[src/rtl/ni_input_unit_q_pkg.sv]
// Shared router info codes, default field widths and decode constants for the
// next-generation NI input unit.
package ni_input_unit_q_pkg;

  localparam int DEF_INFO_W        = 4;
  localparam int DEF_ADDR_W        = 16;
  localparam int DEF_DATA_W        = 16;
  localparam int DEF_PE_ADDR_W     = 6;
  localparam int DEF_ACT_NO_W      = 6;
  localparam int DEF_ACT_REG_W     = 24;
  localparam int DEF_STATUS_ADDR_W = 4;
  localparam int DEF_Q_DEPTH       = 8;

  // addr bit that steers a CONFIG flit to the activation register file
  localparam int STATUS_SEL_BIT = 7;

  typedef enum logic [3:0] {
    ROUTER_INFO_CONFIG        = 4'd0,
    ROUTER_INFO_CALC          = 4'd1,
    ROUTER_INFO_BROADCAST     = 4'd2,
    ROUTER_INFO_FIN_BROADCAST = 4'd3,
    ROUTER_INFO_FIN_COMP      = 4'd4,
    ROUTER_INFO_UV            = 4'd5
  } router_info_e;

endpackage

[src/rtl/ni_input_unit_q_if.sv]
// Flit input and activation-queue pop handshake between router side and PE side.
interface ni_input_unit_q_if #(
  parameter int INFO_W    = 4,
  parameter int ADDR_W    = 16,
  parameter int DATA_W    = 16,
  parameter int PE_ADDR_W = 6
);

  localparam int FLIT_W = INFO_W + ADDR_W + DATA_W;

  logic                        in_valid;
  logic [FLIT_W-1:0]           in_flit;
  logic                        act_valid;
  logic                        act_ready;
  logic [PE_ADDR_W+DATA_W-1:0] act_data;
  logic                        act_last;

  modport master (
    output in_valid, in_flit, act_ready,
    input  act_valid, act_data, act_last
  );

  modport slave (
    input  in_valid, in_flit, act_ready,
    output act_valid, act_data, act_last
  );

endinterface

[src/rtl/ni_input_unit_q_act_fifo.sv]
// ni_act_fifo: first-word-fall-through FIFO with occupancy, full and empty flags.
// A write while full is only taken when a read happens in the same cycle.
module ni_act_fifo #(
  parameter int WIDTH = 23,
  parameter int DEPTH = 8
) (
  input  logic                       clk,
  input  logic                       rst,
  input  logic                       push,
  input  logic [WIDTH-1:0]           push_data,
  input  logic                       pop,
  output logic [WIDTH-1:0]           pop_data,
  output logic [$clog2(DEPTH):0]     count,
  output logic                       full,
  output logic                       empty
);

  localparam int AW = $clog2(DEPTH);

  logic [WIDTH-1:0] mem [DEPTH];
  logic [AW-1:0]    wr_ptr;
  logic [AW-1:0]    rd_ptr;
  logic             wr_en;
  logic             rd_en;

  assign empty    = (count == '0);
  assign full     = (count == (AW+1)'(DEPTH));
  assign rd_en    = pop && !empty;
  assign wr_en    = push && (!full || rd_en);
  assign pop_data = empty ? '0 : mem[rd_ptr];

  always_ff @(posedge clk) begin
    if (wr_en) mem[wr_ptr] <= push_data;
  end

  always_ff @(posedge clk or posedge rst) begin
    if (rst) begin
      wr_ptr <= '0;
      rd_ptr <= '0;
      count  <= '0;
    end else begin
      if (wr_en) wr_ptr <= wr_ptr + AW'(1);
      if (rd_en) rd_ptr <= rd_ptr + AW'(1);
      case ({wr_en, rd_en})
        2'b10:   count <= count + (AW+1)'(1);
        2'b01:   count <= count - (AW+1)'(1);
        default: count <= count;
      endcase
    end
  end

endmodule

[src/rtl/ni_input_unit_q.sv]
// NI input unit: decodes router flits into PE strobes, queues activations and
// returns upstream credits. Optional perf counters under NI_PERF_CNT_EN.
module ni_input_unit_q
  import ni_input_unit_q_pkg::*;
#(
  parameter int INFO_W        = DEF_INFO_W,
  parameter int ADDR_W        = DEF_ADDR_W,
  parameter int DATA_W        = DEF_DATA_W,
  parameter int PE_ADDR_W     = DEF_PE_ADDR_W,
  parameter int ACT_NO_W      = DEF_ACT_NO_W,
  parameter int ACT_REG_W     = DEF_ACT_REG_W,
  parameter int STATUS_ADDR_W = DEF_STATUS_ADDR_W,
  parameter int Q_DEPTH       = DEF_Q_DEPTH
) (
  input  logic                       clk,
  input  logic                       rst,
  input  logic [5:0]                 pe_idx,
  ni_input_unit_q_if.slave           bus,
  input  logic [ACT_NO_W-1:0]        out_act_no,
  output logic                       pe_status_we,
  output logic [STATUS_ADDR_W-1:0]   pe_status_addr,
  output logic [DATA_W-1:0]          pe_status_data,
  output logic                       in_act_we,
  output logic [ACT_NO_W-1:0]        in_act_addr,
  output logic [ACT_REG_W-1:0]       in_act_data,
  output logic                       pe_start_calc,
  output logic                       comp_done,
  output logic [$clog2(Q_DEPTH):0]   q_count,
  output logic                       q_overflow,
  output logic                       upstream_credit
`ifdef NI_PERF_CNT_EN
  ,
  output logic [15:0]                bcast_cnt,
  output logic [15:0]                stall_cnt
`endif
);

  localparam int FLIT_W  = INFO_W + ADDR_W + DATA_W;
  localparam int ENTRY_W = 1 + PE_ADDR_W + DATA_W;
  localparam int CRED_W  = $clog2(Q_DEPTH + 2) + 1;

  logic [INFO_W-1:0]  info;
  logic [ADDR_W-1:0]  addr;
  logic [DATA_W-1:0]  data;
  logic               is_config, is_calc, is_bcast, is_fin_bcast, is_fin_comp, is_uv;
  logic               is_known, has_act_no;
  logic               instant_consume, push_req, pop, full, empty, dropped;
  logic [ENTRY_W-1:0] push_entry, head_entry;
  logic [CRED_W-1:0]  credit_cnt, credit_sum;
  logic               unused;

  assign info = bus.in_flit[FLIT_W-1 -: INFO_W];
  assign addr = bus.in_flit[ADDR_W+DATA_W-1 -: ADDR_W];
  assign data = bus.in_flit[DATA_W-1:0];

  assign unused = &{1'b0, pe_idx, addr};

  assign is_config    = (info == INFO_W'(ROUTER_INFO_CONFIG));
  assign is_calc      = (info == INFO_W'(ROUTER_INFO_CALC));
  assign is_bcast     = (info == INFO_W'(ROUTER_INFO_BROADCAST));
  assign is_fin_bcast = (info == INFO_W'(ROUTER_INFO_FIN_BROADCAST));
  assign is_fin_comp  = (info == INFO_W'(ROUTER_INFO_FIN_COMP));
  assign is_uv        = (info == INFO_W'(ROUTER_INFO_UV));
  assign is_known     = is_config | is_calc | is_bcast | is_fin_bcast | is_fin_comp | is_uv;
  assign has_act_no   = (out_act_no != '0);

  always_comb begin
    pe_status_we   = 1'b0;
    pe_status_addr = '0;
    pe_status_data = '0;
    in_act_we      = 1'b0;
    in_act_addr    = '0;
    in_act_data    = '0;
    pe_start_calc  = 1'b0;
    comp_done      = 1'b0;
    if (bus.in_valid && is_config && !addr[STATUS_SEL_BIT]) begin
      pe_status_we   = 1'b1;
      pe_status_addr = addr[STATUS_ADDR_W-1:0];
      pe_status_data = data;
    end
    if (bus.in_valid && is_config && addr[STATUS_SEL_BIT]) begin
      in_act_we   = 1'b1;
      in_act_addr = addr[ACT_NO_W:1];
      in_act_data = ACT_REG_W'($signed(data));
    end
    if (bus.in_valid && is_calc)     pe_start_calc = 1'b1;
    if (bus.in_valid && is_fin_comp) comp_done     = 1'b1;
  end

  // A BROADCAST for a PE that owns no outputs is consumed without queueing
  assign instant_consume = bus.in_valid &&
                           (is_config | is_calc | is_fin_comp | (is_bcast && !has_act_no) | !is_known);
  assign push_req        = bus.in_valid && ((is_bcast && has_act_no) | is_uv | is_fin_bcast);
  assign push_entry      = is_fin_bcast ? {1'b1, {(ENTRY_W-1){1'b0}}}
                                        : {1'b0, addr[PE_ADDR_W-1:0], data};

  ni_act_fifo #(
    .WIDTH (ENTRY_W),
    .DEPTH (Q_DEPTH)
  ) u_act_fifo (
    .clk       (clk),
    .rst       (rst),
    .push      (push_req),
    .push_data (push_entry),
    .pop       (bus.act_ready),
    .pop_data  (head_entry),
    .count     (q_count),
    .full      (full),
    .empty     (empty)
  );

  assign bus.act_valid = !empty;
  assign bus.act_last  = head_entry[ENTRY_W-1];
  assign bus.act_data  = head_entry[ENTRY_W-2:0];
  assign pop           = bus.act_valid && bus.act_ready;
  assign dropped       = push_req && full && !pop;

  always_ff @(posedge clk or posedge rst) begin
    if (rst)          q_overflow <= 1'b0;
    else if (dropped) q_overflow <= 1'b1;
  end

  // Pending credits absorb a second coincident release and emit it next cycle
  assign credit_sum = credit_cnt + CRED_W'(instant_consume) + CRED_W'(pop);

  always_ff @(posedge clk or posedge rst) begin
    if (rst) begin
      credit_cnt      <= '0;
      upstream_credit <= 1'b0;
    end else begin
      upstream_credit <= (credit_sum != '0);
      credit_cnt      <= credit_sum - CRED_W'(credit_sum != '0);
    end
  end

`ifdef NI_PERF_CNT_EN
  always_ff @(posedge clk or posedge rst) begin
    if (rst) begin
      bcast_cnt <= '0;
      stall_cnt <= '0;
    end else begin
      if (bus.in_valid && is_bcast && has_act_no && !dropped && bcast_cnt != 16'hFFFF)
        bcast_cnt <= bcast_cnt + 16'd1;
      if (bus.act_valid && !bus.act_ready && stall_cnt != 16'hFFFF)
        stall_cnt <= stall_cnt + 16'd1;
    end
  end
`endif

endmodule

[src/flat_wrapper.sv]
// flat-port wrapper written by rule: the top's interface ports become plain ports
module ni_input_unit_q_flat import ni_input_unit_q_pkg::*;
#(
  parameter int INFO_W        = DEF_INFO_W,
  parameter int ADDR_W        = DEF_ADDR_W,
  parameter int DATA_W        = DEF_DATA_W,
  parameter int PE_ADDR_W     = DEF_PE_ADDR_W,
  parameter int ACT_NO_W      = DEF_ACT_NO_W,
  parameter int ACT_REG_W     = DEF_ACT_REG_W,
  parameter int STATUS_ADDR_W = DEF_STATUS_ADDR_W,
  parameter int Q_DEPTH       = DEF_Q_DEPTH
)
  (clk, rst, pe_idx, out_act_no, pe_status_we, pe_status_addr, pe_status_data, in_act_we, in_act_addr, in_act_data, pe_start_calc, comp_done, q_count, q_overflow, upstream_credit, bus_in_valid, bus_in_flit, bus_act_ready, bus_act_valid, bus_act_data, bus_act_last);
  ni_input_unit_q_if #(.INFO_W(INFO_W), .ADDR_W(ADDR_W), .DATA_W(DATA_W), .PE_ADDR_W(PE_ADDR_W)) bus_i ();
  input  logic clk;
  input  logic rst;
  input  logic [5:0] pe_idx;
  input  logic [ACT_NO_W-1:0] out_act_no;
  output logic pe_status_we;
  output logic [STATUS_ADDR_W-1:0] pe_status_addr;
  output logic [DATA_W-1:0] pe_status_data;
  output logic in_act_we;
  output logic [ACT_NO_W-1:0] in_act_addr;
  output logic [ACT_REG_W-1:0] in_act_data;
  output logic pe_start_calc;
  output logic comp_done;
  output logic [$clog2(Q_DEPTH):0] q_count;
  output logic q_overflow;
  output logic upstream_credit;
  input wire logic [$bits(bus_i.in_valid)-1:0] bus_in_valid;
  input wire logic [$bits(bus_i.in_flit)-1:0] bus_in_flit;
  input wire logic [$bits(bus_i.act_ready)-1:0] bus_act_ready;
  output wire logic [$bits(bus_i.act_valid)-1:0] bus_act_valid;
  output wire logic [$bits(bus_i.act_data)-1:0] bus_act_data;
  output wire logic [$bits(bus_i.act_last)-1:0] bus_act_last;
  assign bus_i.in_valid = bus_in_valid;
  assign bus_i.in_flit = bus_in_flit;
  assign bus_i.act_ready = bus_act_ready;
  assign bus_act_valid = bus_i.act_valid;
  assign bus_act_data = bus_i.act_data;
  assign bus_act_last = bus_i.act_last;
  ni_input_unit_q #(.INFO_W(INFO_W), .ADDR_W(ADDR_W), .DATA_W(DATA_W), .PE_ADDR_W(PE_ADDR_W), .ACT_NO_W(ACT_NO_W), .ACT_REG_W(ACT_REG_W), .STATUS_ADDR_W(STATUS_ADDR_W), .Q_DEPTH(Q_DEPTH)) u_core (.clk(clk), .rst(rst), .pe_idx(pe_idx), .bus(bus_i), .out_act_no(out_act_no), .pe_status_we(pe_status_we), .pe_status_addr(pe_status_addr), .pe_status_data(pe_status_data), .in_act_we(in_act_we), .in_act_addr(in_act_addr), .in_act_data(in_act_data), .pe_start_calc(pe_start_calc), .comp_done(comp_done), .q_count(q_count), .q_overflow(q_overflow), .upstream_credit(upstream_credit));
endmodule
[config.mk]
export PLATFORM = sky130hd
export DESIGN_NAME = ni_input_unit_q_flat
export DESIGN_NICKNAME = d
export VERILOG_FILES = /design/src/rtl/ni_input_unit_q_pkg.sv /design/src/rtl/ni_input_unit_q_if.sv /design/src/rtl/ni_input_unit_q_act_fifo.sv /design/src/rtl/ni_input_unit_q.sv /design/src/flat_wrapper.sv
export SDC_FILE = /design/constraint.sdc
export NUM_CORES = 1
export LEC_CHECK = 0
export ABC_CLOCK_PERIOD_IN_PS = 3400
export BUFFER_PORTS_ARGS = -buffer_cell sky130_fd_sc_hd__buf_4
export CORE_UTILIZATION = 36
export DETAILED_ROUTE_END_ITERATION = 12
export PLACE_DENSITY_LB_ADDON = 0.3
export SYNTH_ARGS = -nofsm -noshare
export SYNTH_HDL_FRONTEND = slang
export SYNTH_SLANG_ARGS = --single-unit
[constraint.sdc]
create_clock -name clk -period 3.4 [get_ports clk]
set_input_delay 0.68 -clock clk [delete_from_list [all_inputs] [get_ports clk]]
set_output_delay 0.68 -clock clk [all_outputs]
set_load 0.005 [all_outputs]
==> summary.md, run 1 <==
| Metric | Value |
|---|---|
| GR peak layer | `met2` |
| TritonCTS buffer count | `22` |
| Post-synthesis compound-gate area fraction | `0.01070` |
| Mapped cell area | `8534 sq um` |
| Register area share after synthesis | `0.6973` |
| Synth area leader | `edfxtp_1` |
| DR iter-0 viols | `218` |
| Setup ws final | `-0.01033 ns` |
| DR DRC count | `0` |
| Total grt overflow | `0` |
| Tcrit/Tclk final | `1.003` |
| Largest family of logic cells by synthesized area | `multiplexers` |
| HPWL after detailed placement | `12.27 mm` |
| Setup Crit Path Kind | `in -> reg` |
| CTS Hold Bufs | `0` |
| Fmax | `0.2932 GHz` |
| Crit Path Max Fanout | `2` |
| Final WL | `19.11 mm` |
| Pre-antenna DRT Iters | `4` |
| Wire per inst | `19.72 um` |
| Final Hold Fails | `0` |
| Clock slew at reported path FFs | `0.06 ns` |
| Commonest non-fill, non-tap cell in the layout | `edfxtp_1` |
| Maximum clock insertion buffer count | `3` |
| Tmin final | `3.410 ns` |
| Share of layout cells above drive strength 1 | `0.4223` |
| Startpoint Class | `input pin` |
| Required @ worst endpoint | `3.78 ns` |
| Clock sinks | `201` |
| Initial core utilization | `0.3724` |
| I/O pins | `136` |
| Placed Cells | `927` |
| Die height | `156.0 um` |
| Post-synth top flop | `edfxtp_1` |
| Worst VDD drop | `0.2884 mV` |
| Crit end category | `flip-flop` |
| Violated checks | `negative setup slack` |
| Root buf cell | `clkbuf_16` |
| GRT Overall Usage | `0.1595` |
| Top cell type's share of synthesized area | `0.6474` |
| Area added between synthesis and finish | `28.72%` |
| Nets | `703` |
| #FFs+latches synth | `201` |
| Leak | `4.078 nW` |
| Unrepaired setup endpoints after global routing | `yes` |
| Slew Viols, Final | `0` |
| Initial antenna violation count | `0` |
| Via density per instance | `4.934` |
| Post-synthesis async set-or-reset flop share | `0.08458` |
| Util after Layout | `0.4794` |
| Layout Cells excl Fill | `969` |
| Routed vias | `4781` |
| Syn_nets | `545` |
| Std cell rows | `55` |
| Most frequent cells in the layout | `edfxtp_1 (184), buf_4 (155), mux4_2 (46), and2_1 (43), nor2_1 (26)` |
| Met1 Track Usage GR | `0.2071` |
| Core box area | `22920 sq um` |
| Worst Skew | `0.006028 ns` |
| Worst slew margin | `0.3936` |
| Met2 usage | `0.2772` |
| # H-tree levels | `1` |
| Dominant cells by area after synthesis | `edfxtp_1 (65%), mux4_2 (12%), dfrtp_1 (5.0%)` |
| Post-Synthesis Cells | `484` |
| Status | `finished, violations left` |
| First-pass GRT wire length | `28.88 mm` |
| Die area | `24330 sq um` |
| Antenna Nets Post-Route | `0` |
| Yosys cell types | `40` |
| Post-Synth XOR/XNOR Area | `0.01334` |
| PwrDens | `733.6 nW/um^2` |
| Crit path arrival time | `3.79 ns` |
| Synth warn | `0` |
| Routability Congestion | `0.7250` |
| Final setup fails | `1` |
| Global Route met3 Usage | `0.02667` |
| Pin count of the biggest net entering global routing | `31` |
| Syn avg cell area | `17.63 sq um` |
| CTS tree | `done` |
| HP Class | `in -> async` |
| IO buf count | `121` |
| Number of synthesized flops with an enable pin | `184` |
| Die W | `156.0 um` |
| Clock latency on the worst-skew pair | `0.49 ns` |
| Max Cap Violations | `0` |
| Simple-gate share of the synthesized area | `0.08474` |
| Slew @ Worst Pin | `0.9087 ns` |
| Synth Area in Adders | `0.01495` |
| Diodes inserted | `0` |
| Multiplexer area fraction after synthesis | `0.1555` |
| Vias in the first global route | `4971` |
[synth_stat cells, types with 3 or more instances]
cell type	instances
nand2_1	11
ha_1	7
nor3_1	4
nor3b_1	5
buf_1	4
mux4_2	46
and3_1	5
xor2_1	3
dfrtp_1	17
clkbuf_1	16
edfxtp_1	184
mux2i_1	25
inv_1	11
nor2b_1	24
buf_2	4
xnor2_1	10
buf_4	8
nor2_1	31
and2_1	43
[stage by stage]
step	hold slack [ns]	setup slack [ns]	instance area (sq um)	power (mW)	setup TNS, ns
final	0.3038	-0.01033	10990	8.059	-0.01033
after global routing	0.3675	-0.1847	10990	8.463	-0.4231
after CTS	0.3223	-0.004492	10970	8.144	-0.004492
after detailed placement	0.5058	-0.7606	10220	5.793	-3.102
after global placement	0.4782	-0.5606	10220	5.704	-2.116
after floorplan	0.4594	-0.4457	8617	4.711	-1.312
[repair_timing]
action	in CTS	in global routing
setup endpoints to repair	3	3
pin swaps	13	6
setup buffers	4	0
resized for setup	5	4
[sequential cells by signal, indices dropped and copies added (netlist names)]
| register | flops |
|---|---|
| u_core.credit_cnt | 5 |
| u_core.u_act_fifo.count | 4 |
| u_core.q_overflow | 1 |
| u_core.u_act_fifo.wr_ptr | 3 |
| u_core.u_act_fifo.rd_ptr | 3 |
| u_core.upstream_credit | 1 |
| u_core.u_act_fifo.mem | 184 |
[final cells by class]
cell class                      count  area [sq um]
Tap cell                          313         391.6
Multi-Input combinational cell    239          2531
Clock buffer                       26         586.8
Clock inverter                     12         116.4
Sequential cell                   201          5957
Fill cell                        1915         11930
Inverter                           12         45.04
Timing Repair Buffer              166          1358
[worst max-delay path, cell delays in order]
cell	delay, ns
buf_6	0.09
or4_4	0.53
o311a_1	0.31
nor2_1	0.09
nand2_1	0.09
fa_2	0.40
inv_2	0.07
ha_4	0.14
and3_4	0.17
nor2_2	0.04
o32ai_2	0.22
nand3_1	0.14
ha_2	0.21
ha_4	0.16
inv_2	0.04
o211ai_1	0.07
o31ai_1	0.08
o21ai_1	0.12
xnor2_1	0.14
[logic make-up (layout without fill, tap and decap cells)]
logic type / count (synthesis) / after routing
AOI/OAI and AO/OA: 11 / 11
xor gates and xnor gates: 13 / 13
adders and majority gates: 9 / 9
buffers and inverters: 44 / 216
DFF: 201 / 201
muxes: 74 / 74
and+or+nand+nor: 132 / 132
[worst paths after layout]
path | startpoint | endpoint | slack (ns) | depth (start not counted)
max | out_act_no[1] | u_core.credit_cnt[4]$_DFF_PP0_ | -0.01 | 19
min | rst | u_core.credit_cnt[3]$_DFF_PP0_ | 0.30 | 2
max reg2reg | u_core.u_act_fifo.count[2]$_DFFE_PP0P_ | u_core.credit_cnt[4]$_DFF_PP0_ | 0.17 | 19
min reg2reg | u_core.u_act_fifo.wr_ptr[0]$_DFFE_PP0P_ | u_core.u_act_fifo.wr_ptr[0]$_DFFE_PP0P_ | 0.52 | 1
max in group asynchronous | rst | u_core.u_act_fifo.rd_ptr[0]$_DFFE_PP0P_ | 2.57 | 2
min in group clk | u_core.u_act_fifo.wr_ptr[0]$_DFFE_PP0P_ | u_core.u_act_fifo.wr_ptr[0]$_DFFE_PP0P_ | 0.52 | 1
[power breakdown]
part	total, mW	internal [mW]	switching (mW)
Combinational	2.53	1.48	1.05
Sequential	3.22	2.88	0.337
Clock	2.31	1.38	0.932
Total	8.06	5.74	2.32
[layer usage]
| metal | wire (um) | part of all wire | up-vias |
|---|---|---|---|
| li1 | - | - | 2149 |
| met1 | 8154 | 0.43 | 2491 |
| met2 | 9728 | 0.51 | 117 |
| met3 | 916 | 0.048 | 24 |
| met4 | 313 | 0.016 | 0 |
| met5 | 0 | 0 | - |
No activity file was read; power rests on OpenSTA's default activity.
==> run 2, diff against run 1 <==
--- a/config.mk
+++ b/config.mk
@@ -12,4 +12,5 @@
 export PLACE_DENSITY_LB_ADDON = 0.3
 export SYNTH_ARGS = -nofsm -noshare
 export SYNTH_HDL_FRONTEND = slang
+export SYNTH_HIERARCHICAL = 1
 export SYNTH_SLANG_ARGS = --single-unit
==> run 2 against run 1 <==
  * The flow now finishes without violations
  * Via count is 1.2% lower
  * Sequential share of layout area is 0.73 points higher
  * Utilization is 2.0 points lower
  * Sequential power hardly changed
  * Synthesized cell count is 2.7% higher
  * Worst hold slack worse by 0.18 ns
  * Count of clock-buffer cells in the layout is 2 lower
  * Die area is 1.9% higher
  * Critical path type is now reg -> out
  * Critical endpoint is now bus_act_data[14]
==> summary.md, run 2 <==
| Metric | Value |
|---|---|
| Status | `finished, final reports clean` |
| Final Cell Area | `10840 sq um (-1.3%)` |
| Final WL | `18.48 mm (-3.3%)` |
| Syn avg cell area | `17.50 sq um (-0.73%)` |
| Max Cap Violations | `0 (unchanged)` |
| Vias in the first global route | `4985 (+0.28%)` |
| Leak | `3.930 nW (-3.6%)` |
| Pin count of the biggest net entering global routing | `31 (unchanged)` |
| Multiplexer area fraction after synthesis | `0.1497 (-0.005829)` |
| Setup Crit Path Kind | `reg -> out` |
| Setup ws final | `0.1882 ns (+0.1985 ns)` |
| PwrDens | `708.5 nW/um^2 (-3.4%)` |
| DR iter-0 viols | `218 (unchanged)` |
| # H-tree levels | `1 (unchanged)` |
| IO buf count | `121 (unchanged)` |
| Post-synthesis async set-or-reset flop share | `0.08458 (unchanged)` |
| HP Class | `in -> async` |
| Post-synthesis compound-gate area fraction | `0.01841 (+0.007707)` |
| Required @ worst endpoint | `2.72 ns (-1.06 ns)` |
| Synth warn | `6 (+6)` |
| Worst VDD drop | `0.3036 mV (+5.3%)` |
| Root buf cell | `clkbuf_16` |
| Crit path top cell by count | `buf_4` |
| Worst slew margin | `0.4492 (+0.05563)` |
| Simple-gate share of the synthesized area | `0.09162 (+0.006877)` |
| Fmax | `0.3113 GHz (+6.2%)` |
| Total grt overflow | `0 (unchanged)` |
| CP delay by family, top | `flip-flops` |
| Clock sinks | `201 (unchanged)` |
| I/O pins | `136 (unchanged)` |
| Commonest non-fill, non-tap cell in the layout | `edfxtp_1` |
| Yosys cell types | `49 (+23%)` |
| Initial core utilization | `0.3684 (-0.003998)` |
| Tmin final | `3.212 ns (-0.1985 ns)` |
| GRT Overall Usage | `0.1549 (-0.004633)` |
| Slowest cell on the critical path | `dfrtp_2` |
| Die area | `24790 sq um (+1.9%)` |
| CTS Hold Bufs | `0 (unchanged)` |
| Worst R2R Setup Slack | `0.27 ns (+0.10 ns)` |
| Slew @ Worst Pin | `0.8262 ns (-0.08247 ns)` |
| Critical Path, Cell by Cell | `buf_4, mux4_2, mux2i_1, nor2_1, buf_4` |
| Final Hold Fails | `0 (unchanged)` |
| Max incr delay on CP | `0.84 ns (+0.31 ns)` |
| Most frequent cells in the layout | `edfxtp_1 (184), buf_4 (141), mux4_2 (46), and2_1 (42), nor2_1 (28)` |
| Area added between synthesis and finish | `24.59%` |
| Routability Congestion | `0.7360 (+1.5%)` |
| Largest registers | `u_core/u_act_fifo/mem: 184 flops, u_core/credit_cnt: 5 flops, u_core/u_act_fifo/count: 4 flops` |
| Fin Hold WS | `0.1286 ns (-0.1752 ns)` |
| Routed vias | `4723 (-1.2%)` |
| Crit path arrival time | `2.53 ns (-1.26 ns)` |
| Buffers & Inverters on Critical Path | `2 (-1)` |
| Std cell rows | `56 (+1.8%)` |
| Mapped cell area | `8700 sq um (+1.9%)` |
| Register area share after synthesis | `0.6840 (-0.01324)` |
| Nets | `696 (-1.0%)` |
| Share of layout cells above drive strength 1 | `0.3914 (-0.03088)` |
| Max FFs per register | `184 (unchanged)` |
| R2R depth | `17 (-2)` |
| Clock latency on the worst-skew pair | `0.50 ns (about the same)` |
| Crit Path Max Fanout | `29 (+27)` |
| First-pass GRT wire length | `28.23 mm (-2.3%)` |
| #FFs+latches synth | `201 (unchanged)` |
| Dominant cells by area after synthesis | `edfxtp_1 (64%), mux4_2 (12%), dfrtp_1 (4.9%)` |
| Placed cell area | `10200 sq um (-0.14%)` |
| Wire per inst | `19.09 um (-3.2%)` |
| Pre-CTS WS | `-0.4018 ns (+0.3588 ns)` |
| Fill cells | `2032 (+6.1%)` |
| HPWL after detailed placement | `11.12 mm (-9.3%)` |
| Die height | `157.5 um (+0.95%)` |
| DR DRC count | `0 (unchanged)` |
| Die W | `157.5 um (+0.95%)` |
| Final setup fails | `0 (-1)` |
| Tcrit/Tclk final | `0.9447 (-0.05838)` |
| Antenna Nets Post-Route | `0 (unchanged)` |
| Synth cell count leaders | `edfxtp_1 (184), mux4_2 (46), and2_1 (42)` |
| Resize count post-CTS | `0 (-5)` |
| Via density per instance | `4.879 (-1.1%)` |
| Synth area leader | `edfxtp_1` |
| CTS tree | `done` |
| Post-Synthesis Cells | `497 (+2.7%)` |
| Setup Buffers After CTS | `0 (-4)` |
| Stages on worst setup path | `5 (-14)` |
| Maximum clock insertion buffer count | `3 (unchanged)` |
| Unrepaired setup endpoints after global routing | `no` |
| Number of synthesized flops with an enable pin | `184 (unchanged)` |
| Crit end category | `primary output` |
| Synth Area in Adders | `0.01467 (-0.0002839)` |
| Syn_nets | `558 (+2.4%)` |
| Most flop-heavy register | `u_core/u_act_fifo/mem` |
| Count leader, synth | `edfxtp_1` |
| Slew Viols, Final | `0 (unchanged)` |
| Setup TNS | `0 ns (+0.01033 ns)` |
| Core box area | `23610 sq um (+3.0%)` |
| Diodes inserted | `0 (unchanged)` |
| Post-Synth XOR/XNOR Area | `0.01107 (-0.002267)` |
| Largest family of logic cells by synthesized area | `multiplexers` |
| TritonCTS buffer count | `20 (-9.1%)` |
| Worst Skew | `0.01204 ns (+0.006009 ns)` |
| Util after Layout | `0.4590 (-0.02035)` |
| Clock slew at reported path FFs | `0.07 ns (about the same)` |
| Startpoint Class | `flip-flop` |
| Pre-antenna DRT Iters | `4 (unchanged)` |
| Top cell type's share of synthesized area | `0.6351 (-0.01229)` |
| Initial antenna violation count | `0 (unchanged)` |
| Post-synth top flop | `edfxtp_1` |
==> run 2: cell type report <==
class / instances / area (sq um) / area share
sequential: 201 / 5957 / 0.5496
multi-input combinational: 249 / 2576 / 0.2377
timing repair buffer: 150 / 1239 / 0.1143
clock buffer: 24 / 525.5 / 0.04848
tap: 319 / 399.1 / 0.03682
clock inverter: 12 / 93.84 / 0.008658
inverter: 13 / 48.80 / 0.004502
==> run 2: worst reg2reg max path, stage by stage (launching register included) <==
cell and delay, ns:
dfrtp_1 0.40, or3_1 0.42, nor2_2 0.13, inv_1 0.09, nand2_2 0.09, fa_2 0.20, inv_1 0.04, ha_1 0.20
or2_1 0.21, o21ai_0 0.09, a22o_1 0.15, nand3_1 0.11, ha_2 0.22, ha_2 0.21, nor2_1 0.10, a21oi_1 0.05
a31oi_1 0.20, xnor2_1 0.14
==> run 2: logic make-up after synthesis <==
logic type	after synthesis
multiplexers	72
XOR/XNOR	11
buffers and inverters	47
flip-flops	201
adder cells (fa/ha/maj)	9
AND/OR/NAND/NOR	137
AO/OA/AOI/OAI	20
==> run 2: metal layers <==
layer / routed length (um) / share of wire / GRT usage / up-vias
li1: - / - / - / 2170
met3: 700 / 0.038 / 0.02285 / 23
met2: 9711 / 0.53 / 0.2809 / 106
met1: 7691 / 0.42 / 0.1895 / 2424
met5: 0 / 0 / 0 / -
met4: 375 / 0.020 / 0.04716 / 0
==> run 2: worst paths after layout <==
kind	startpoint	endpoint
max reg2reg	u_core/u_act_fifo/count[0]$_DFFE_PP0P_	u_core/credit_cnt[4]$_DFF_PP0_
max	u_core/u_act_fifo/rd_ptr[1]$_DFFE_PP0N_	bus_act_data[14]
min	rst	u_core/q_overflow$_DFFE_PP0P_
min reg2reg	u_core/credit_cnt[4]$_DFF_PP0_	u_core/credit_cnt[4]$_DFF_PP0_
max in group asynchronous	rst	u_core/u_act_fifo/rd_ptr[2]$_DFFE_PP0N_
min in group clk	u_core/credit_cnt[4]$_DFF_PP0_	u_core/credit_cnt[4]$_DFF_PP0_
==> run 2: metrics by stage <==
step | power [mW] | cells
5_1_grt | 8.130 | 968
3_5_place_dp | 5.726 | 932
4_1_cts | 7.808 | 968
3_3_place_gp | 5.647 | 932
2_1_floorplan | 4.738 | 497
6_report | 7.679 | 968
==> run 2: where the power goes <==
group | switching, mW | internal [mW]
Sequential | 0.375 | 2.87
Combinational | 0.983 | 1.39
Clock | 0.878 | 1.18
